File: config.mk
export PLATFORM = sky130hd
export DESIGN_NAME = btb_update_sched_flat
export DESIGN_NICKNAME = d
export VERILOG_FILES = /design/src/rtl/btb_pkg.sv /design/src/rtl/btb_update_sched_if.sv /design/src/rtl/btb_update_sched_rr_arb2.sv /design/src/rtl/btb_update_sched.sv /design/src/flat_wrapper.sv
export SDC_FILE = /design/constraint.sdc
export NUM_CORES = 1
export LEC_CHECK = 0
export ABC_AREA = 1
export CORE_UTILIZATION = 35
export CTS_BUF_LIST = sky130_fd_sc_hd__clkbuf_8
export DETAILED_ROUTE_END_ITERATION = 8
export GPL_ROUTABILITY_DRIVEN = 0
export SYNTH_ARGS = -nofsm -noshare
export SYNTH_HDL_FRONTEND = slang
export SYNTH_SLANG_ARGS = --single-unit
File: constraint.sdc
create_clock -name clk -period 6.3 [get_ports clk]
set_input_delay 0.63 -clock clk [delete_from_list [all_inputs] [get_ports clk]]
set_output_delay 0.63 -clock clk [all_outputs]
set_load 0.005 [all_outputs]
File: src/rtl/btb_pkg.sv
// Shared BTB types and sizing for the update scheduler and the BTB itself.
package btb_pkg;

  localparam int XLEN  = 32;
  localparam int DEPTH = 4;
  localparam int PTR_W = $clog2(DEPTH);
  localparam int CNT_W = 16;

  typedef struct packed {
    logic [XLEN-1:0] pc;
    logic [XLEN-1:0] target;
  } btb_upd_t;

endpackage

File: src/rtl/btb_update_sched_if.sv
// Execute-lane request handshakes plus the serialised BTB update port and status.
interface btb_update_sched_if
  import btb_pkg::*;
();

  logic                 flush;
  logic                 req0_valid;
  logic                 req0_ready;
  logic [XLEN-1:0]      req0_pc;
  logic [XLEN-1:0]      req0_target;
  logic                 req1_valid;
  logic                 req1_ready;
  logic [XLEN-1:0]      req1_pc;
  logic [XLEN-1:0]      req1_target;
  logic                 btb_hold;
  logic                 btb_is_req_pc;
  logic [XLEN-1:0]      btb_req_pc;
  logic [XLEN-1:0]      btb_predict_target;
  logic [PTR_W:0]       occupancy;
  logic [CNT_W-1:0]     coalesce_cnt;

  modport master (
    output flush, req0_valid, req0_pc, req0_target,
           req1_valid, req1_pc, req1_target, btb_hold,
    input  req0_ready, req1_ready, btb_is_req_pc, btb_req_pc,
           btb_predict_target, occupancy, coalesce_cnt
  );

  modport slave (
    input  flush, req0_valid, req0_pc, req0_target,
           req1_valid, req1_pc, req1_target, btb_hold,
    output req0_ready, req1_ready, btb_is_req_pc, btb_req_pc,
           btb_predict_target, occupancy, coalesce_cnt
  );

endinterface

File: src/rtl/btb_update_sched_rr_arb2.sv
// Two-requester round-robin arbiter; priority flips only after a contested grant is taken.
module rr_arb2 (
  input  logic       clk,
  input  logic       reset,
  input  logic [1:0] req_i,
  input  logic       update_i,
  output logic [1:0] gnt_o
);

  logic rr_q, rr_d;

  always_comb begin
    gnt_o = 2'b00;
    rr_d  = rr_q;
    case (req_i)
      2'b01:   gnt_o = 2'b01;
      2'b10:   gnt_o = 2'b10;
      2'b11:   gnt_o = rr_q ? 2'b10 : 2'b01;
      default: gnt_o = 2'b00;
    endcase
    if (update_i && (&req_i)) rr_d = ~rr_q;
  end

  always_ff @(posedge clk) begin
    if (reset) rr_q <= 1'b0;
    else       rr_q <= rr_d;
  end

endmodule

File: src/rtl/btb_update_sched.sv
// Serialises two lanes of branch-resolution updates onto the single BTB update port,
// buffering in a small FIFO and merging repeat PCs in place.
module btb_update_sched
  import btb_pkg::*;
(
  input  logic               clk,
  input  logic               reset,
  btb_update_sched_if.slave  bus
);

  btb_upd_t         mem_q [DEPTH];
  logic [PTR_W-1:0] head_q, head_d, tail_q, tail_d, hit_idx;
  logic [PTR_W:0]   count_q, count_d;
  logic [CNT_W-1:0] coal_cnt_q, coal_cnt_d;

  logic       kill, empty, full, deq, hit, accept, enq, coal;
  logic [1:0] gnt;
  btb_upd_t   win;

  assign kill  = reset | bus.flush;
  assign empty = (count_q == '0);
  assign full  = (count_q == (PTR_W+1)'(DEPTH));
  assign deq   = !empty && !bus.btb_hold && !kill;

  rr_arb2 u_arb (
    .clk      (clk),
    .reset    (reset),
    .req_i    ({bus.req1_valid, bus.req0_valid}),
    .update_i (accept),
    .gnt_o    (gnt)
  );

  always_comb begin
    win = gnt[1] ? '{pc: bus.req1_pc, target: bus.req1_target}
                 : '{pc: bus.req0_pc, target: bus.req0_target};
  end

  // CAM over live entries oldest to newest, so the newest match wins; the head is
  // excluded while it dequeues so the fresh target still gets its own strobe.
  always_comb begin
    hit     = 1'b0;
    hit_idx = '0;
    for (int k = 0; k < DEPTH; k++) begin
      if ((PTR_W+1)'(k) < count_q && !(k == 0 && deq) &&
          mem_q[head_q + PTR_W'(k)].pc == win.pc) begin
        hit     = 1'b1;
        hit_idx = head_q + PTR_W'(k);
      end
    end
  end

  assign accept = (|gnt) && !kill && (hit || !full || deq);
  assign enq    = accept && !hit;
  assign coal   = accept && hit;

  always_comb begin
    head_d     = head_q;
    tail_d     = tail_q;
    count_d    = count_q;
    coal_cnt_d = coal_cnt_q;
    if (bus.flush) begin
      head_d  = '0;
      tail_d  = '0;
      count_d = '0;
    end else begin
      if (deq) head_d = head_q + 1'b1;
      if (enq) tail_d = tail_q + 1'b1;
      count_d = count_q + (PTR_W+1)'(enq) - (PTR_W+1)'(deq);
      if (coal && coal_cnt_q != '1) coal_cnt_d = coal_cnt_q + 1'b1;
    end
  end

  always_ff @(posedge clk) begin
    if (reset) begin
      head_q     <= '0;
      tail_q     <= '0;
      count_q    <= '0;
      coal_cnt_q <= '0;
    end else begin
      head_q     <= head_d;
      tail_q     <= tail_d;
      count_q    <= count_d;
      coal_cnt_q <= coal_cnt_d;
    end
  end

  // NOTE: storage is deliberately not reset; count_q alone defines which entries are live.
  always_ff @(posedge clk) begin
    if (enq)  mem_q[tail_q]         <= win;
    if (coal) mem_q[hit_idx].target <= win.target;
  end

  assign bus.req0_ready         = gnt[0] && accept;
  assign bus.req1_ready         = gnt[1] && accept;
  assign bus.btb_is_req_pc      = deq;
  assign bus.btb_req_pc         = empty ? '0 : mem_q[head_q].pc;
  assign bus.btb_predict_target = empty ? '0 : mem_q[head_q].target;
  assign bus.occupancy          = count_q;
  assign bus.coalesce_cnt       = coal_cnt_q;

endmodule
File: src/flat_wrapper.sv
// flat-port wrapper written by rule: the top's interface ports become plain ports
module btb_update_sched_flat import btb_pkg::*;
  (clk, reset, bus_flush, bus_req0_valid, bus_req0_pc, bus_req0_target, bus_req1_valid, bus_req1_pc, bus_req1_target, bus_btb_hold, bus_req0_ready, bus_req1_ready, bus_btb_is_req_pc, bus_btb_req_pc, bus_btb_predict_target, bus_occupancy, bus_coalesce_cnt);
  btb_update_sched_if bus_i ();
  input  logic clk;
  input  logic reset;
  input wire logic [$bits(bus_i.flush)-1:0] bus_flush;
  input wire logic [$bits(bus_i.req0_valid)-1:0] bus_req0_valid;
  input wire logic [$bits(bus_i.req0_pc)-1:0] bus_req0_pc;
  input wire logic [$bits(bus_i.req0_target)-1:0] bus_req0_target;
  input wire logic [$bits(bus_i.req1_valid)-1:0] bus_req1_valid;
  input wire logic [$bits(bus_i.req1_pc)-1:0] bus_req1_pc;
  input wire logic [$bits(bus_i.req1_target)-1:0] bus_req1_target;
  input wire logic [$bits(bus_i.btb_hold)-1:0] bus_btb_hold;
  output wire logic [$bits(bus_i.req0_ready)-1:0] bus_req0_ready;
  output wire logic [$bits(bus_i.req1_ready)-1:0] bus_req1_ready;
  output wire logic [$bits(bus_i.btb_is_req_pc)-1:0] bus_btb_is_req_pc;
  output wire logic [$bits(bus_i.btb_req_pc)-1:0] bus_btb_req_pc;
  output wire logic [$bits(bus_i.btb_predict_target)-1:0] bus_btb_predict_target;
  output wire logic [$bits(bus_i.occupancy)-1:0] bus_occupancy;
  output wire logic [$bits(bus_i.coalesce_cnt)-1:0] bus_coalesce_cnt;
  assign bus_i.flush = bus_flush;
  assign bus_i.req0_valid = bus_req0_valid;
  assign bus_i.req0_pc = bus_req0_pc;
  assign bus_i.req0_target = bus_req0_target;
  assign bus_i.req1_valid = bus_req1_valid;
  assign bus_i.req1_pc = bus_req1_pc;
  assign bus_i.req1_target = bus_req1_target;
  assign bus_i.btb_hold = bus_btb_hold;
  assign bus_req0_ready = bus_i.req0_ready;
  assign bus_req1_ready = bus_i.req1_ready;
  assign bus_btb_is_req_pc = bus_i.btb_is_req_pc;
  assign bus_btb_req_pc = bus_i.btb_req_pc;
  assign bus_btb_predict_target = bus_i.btb_predict_target;
  assign bus_occupancy = bus_i.occupancy;
  assign bus_coalesce_cnt = bus_i.coalesce_cnt;
  btb_update_sched u_core (.clk(clk), .reset(reset), .bus(bus_i));
endmodule
==> impl_metrics.json <==
{
  "coreArea_mm2": 0.0566,
  "yosysSeqAreaShare": 0.408,
  "grt_pass1_wl_um": 113000,
  "cts.path.max_buffers": 3,
  "final_antenna_net_count": 0,
  "yosys_warnings": 0,
  "cts_setup_buffers": 0,
  "pre_cts_slack_ns": 0.940,
  "post_cts_resized": 0,
  "grt_pass1_vias": 19200,
  "die_y_um": 242,
  "synth-seq-cells": 282,
  "port_buffers": 219,
  "cp_slowest_cell": "dfxtp_4",
  "die_x_um": 242,
  "hold_viol": 0,
  "path_class": "reg2out",
  "num_io_pins": 220,
  "setup_tns_ns": 0,
  "cellPowerDensity_mw_per_mm2": 194,
  "drc": 0,
  "startpoint_type": "flip-flop",
  "crit_chain": "nand2_2 -> nand2_4 -> buf_4 -> nand2_1 -> nand2_1 -> inv_1 -> nand2_1 -> nand2_1 -> nor2_1 -> nand2_1 -> nor2_1 -> nand3_1 -> nor2_1 -> nor2_1 -> nand2_1 -> nand2_2 -> nand2_1 -> inv_1 -> nor2_1 -> clkdlybuf4s50_1",
  "top_layer_used": "met5",
  "required_ns": 5.67,
  "max_freq_mhz": 179,
  "finalMaxSlewViolations": 0,
  "drive_gt1_frac": 0.0580,
  "synthCells": 3096,
  "cts_tree": "yes",
  "wl_um": 74300,
  "hp-class": "reg2reg",
  "worst_pin_slew_ns": 1.00,
  "htree_levels": 2,
  "setup-violations-final": 0,
  "crit_path_end_kind": "output port",
  "die-area_mm2": 0.0585,
  "via_per_inst": 5.01,
  "firstDrtPassIters": 6,
  "peakVddDrop_uv": 188,
  "grt_max_degree": 125,
  "critPathMaxStageDelay_ns": 0.71,
  "path_delay_family": "simple AND/OR/NAND/NOR gates",
  "grt-ovfl-total": 0,
  "fin_crit_sh": 0.888,
  "syn-mean-instance-area_um2": 6.50,
  "first_iter_violations": 1850,
  "clk_latency_ns": 0.68,
  "drv_cap": 0,
  "cts_sinks": 282,
  "instances_no_fill": 4084,
  "cp_common_cell": "nand2_1",
  "gr-usage-all-layers": 0.251,
  "layout.nets": 3422,
  "antenna_found_initial": 4,
  "cts_inserted_buffers": 53,
  "dp_hpwl_um": 51600,
  "start_util": 0.356,
  "m1WireLength_um": 32200,
  "rsz0062_at_grt": "false",
  "routed-wl-met3_um": 6800,
  "status": "finished, final reports clean",
  "leakage_uw": 0.0112,
  "critPathArrivalTime_ns": 4.96,
  "fin_skew_ns": 0.0566,
  "clk_pin_slew_ns": 0.06,
  "path_buf_inv": 4,
  "synthToLayoutAreaGrowth_pct": 20.1,
  "setup_slack_ns": 0.708,
  "post-route-min-period_ns": 5.59,
  "ys_types": 39,
  "root_buffer": "clkbuf_8",
  "max_slew_margin": 0.332,
  "met2WireLength_um": 32600,
  "placed_cells": 3983,
  "ctsHoldBuffers": 0,
  "syn-num-nets": 3236,
  "vias": 20400,
  "path_max_fanout": 45,
  "fp-row-count": 87,
  "wl_per_cell_um": 18.2,
  "syn-cell-area_mm2": 0.0201
}
==> cell type report <==
| cell class | instances | area (µm²) |
|---|---|---|
| clock buffers | 59 | 812 |
| multi-input cells | 2433 | 10300 |
| clock inverters | 41 | 332 |
| diodes | 1 | 2.50 |
| inverters | 252 | 947 |
| well taps | 756 | 946 |
| flip-flops and latches | 282 | 8220 |
| fillers | 6007 | 32400 |
| repair buffers | 260 | 2590 |
==> final timing paths <==
kind / from / end / slack, ns / depth (start not counted)
max: u_core.head_q[0]$_SDFFE_PP0P_ / bus_req1_ready / 0.71 / 20
min: u_core.bus.coalesce_cnt[8]$_SDFFE_PP0P_ / u_core.bus.coalesce_cnt[8]$_SDFFE_PP0P_ / 0.50 / 2
max reg2reg: u_core.head_q[0]$_SDFFE_PP0P_ / u_core.mem_q[1][6]$_DFFE_PP_ / 1.65 / 22
min reg2reg: u_core.bus.coalesce_cnt[8]$_SDFFE_PP0P_ / u_core.bus.coalesce_cnt[8]$_SDFFE_PP0P_ / 0.50 / 2
==> stage by stage <==
stage | instance area, µm² | hold WS, ns | util | total power [µW]
6_report | 24200 | 0.503 | 0.427 | 4690
5_1_grt | 24200 | 0.527 | 0.427 | 4860
4_1_cts | 24200 | 0.504 | 0.427 | 4710
3_5_place_dp | 23000 | 0.493 | 0.407 | 2770
3_3_place_gp | 23000 | 0.486 | 0.407 | 2770
2_1_floorplan | 20100 | 0.479 | - | 2480
==> flip-flops by register name, summed over array words and instances, names as in the netlist, named ones only <==
signal and cells:
u_core.mem_q 256, u_core.bus.occupancy 3, u_core.tail_q 2, u_core.head_q 2, u_core.u_arb.rr_q 1, u_core.bus.coalesce_cnt 16
==> cells in the mapped netlist <==
| cell | number | area [µm²] |
|---|---|---|
| or2_2 | 2 | 12.5 |
| nand3_2 | 1 | 10.0 |
| o21ai_2 | 7 | 61.3 |
| buf_2 | 41 | 205 |
| nand2_4 | 10 | 113 |
| and3_1 | 1 | 6.26 |
| nor2_8 | 1 | 20.0 |
| nor2_4 | 2 | 22.5 |
| xor2_1 | 11 | 96.3 |
| o21ai_1 | 2 | 10.0 |
| o21a_1 | 1 | 7.51 |
| o211ai_1 | 9 | 67.6 |
| nand3_1 | 188 | 941 |
| nand4_1 | 14 | 87.6 |
| ha_1 | 5 | 62.6 |
| clkinv_1 | 1 | 3.75 |
| inv_2 | 8 | 30.0 |
| dfxtp_1 | 26 | 521 |
| nor4_1 | 6 | 37.5 |
| buf_1 | 12 | 45.0 |
| mux2i_1 | 1 | 10.0 |
| o21ai_0 | 166 | 831 |
| inv_1 | 243 | 912 |
| edfxtp_1 | 256 | 7690 |
| buf_6 | 13 | 146 |
| nand2_1 | 1420 | 5330 |
| nand3b_1 | 24 | 180 |
| nand2_2 | 29 | 181 |
| nor3_1 | 9 | 45.0 |
| buf_4 | 21 | 158 |
| nor2_1 | 448 | 1680 |
| a31oi_1 | 1 | 6.26 |
| clkbuf_1 | 41 | 154 |
| a21oi_1 | 63 | 315 |
| nor2_2 | 2 | 12.5 |
| xnor2_1 | 8 | 70.1 |
| buf_8 | 1 | 15.0 |
| a22oi_1 | 1 | 7.51 |
| fa_1 | 1 | 20.0 |
==> worst register-to-register path: cells and delay by family, from the launching register on <==
| kind | cells | cell delay (ns) |
|---|---|---|
| buffers and inverters | 3 | 0.81 |
| flip-flops | 1 | 0.71 |
| AND/OR/NAND/NOR | 19 | 2.74 |
==> power breakdown <==
part	leakage [µW]	switching [µW]	internal (µW)
clock	0.000633	867	1080
combinational	0.00802	422	223
sequential	0.00254	11.6	2080
total	0.0112	1300	3380
==> placed cells by master, fill, tap and decap left out, drive strengths merged <==
| master | count |
|---|---|
| a21oi | 63 |
| a22oi | 1 |
| a31oi | 1 |
| and3 | 1 |
| buf | 41 |
| bufinv | 5 |
| clkbuf | 59 |
| clkdlybuf4s50 | 219 |
| clkinv | 21 |
| clkinvlp | 1 |
| dfxtp | 26 |
| diode | 1 |
| edfxtp | 256 |
| fa | 1 |
| ha | 5 |
| inv | 266 |
| mux2i | 1 |
| nand2 | 1459 |
| nand3 | 189 |
| nand3b | 24 |
| nand4 | 14 |
| nor2 | 453 |
| nor3 | 9 |
| nor4 | 6 |
| o211ai | 9 |
| o21a | 1 |
| o21ai | 175 |
| or2 | 2 |
| xnor2 | 8 |
| xor2 | 11 |
==> routing by layer <==
layer  up-vias  GRT usage
li1      10200          -
met1      9170      0.340
met2       948      0.393
met3       163     0.0476
met4         6      0.102
met5         -          0
==> cell families after synthesis <==
| logic type | count (synthesis) | share of synthesized area |
|---|---|---|
| AND/OR/NAND/NOR | 2157 | 0.431 |
| adder cells (fa/ha/maj) | 6 | 0.00410 |
| buffers and inverters | 381 | 0.0829 |
| flip-flops | 282 | 0.408 |
| XOR/XNOR | 19 | 0.00827 |
| AO/OA/AOI/OAI | 250 | 0.0649 |
| multiplexers | 1 | 0.000497 |
Power figures use the tool's default switching activity.
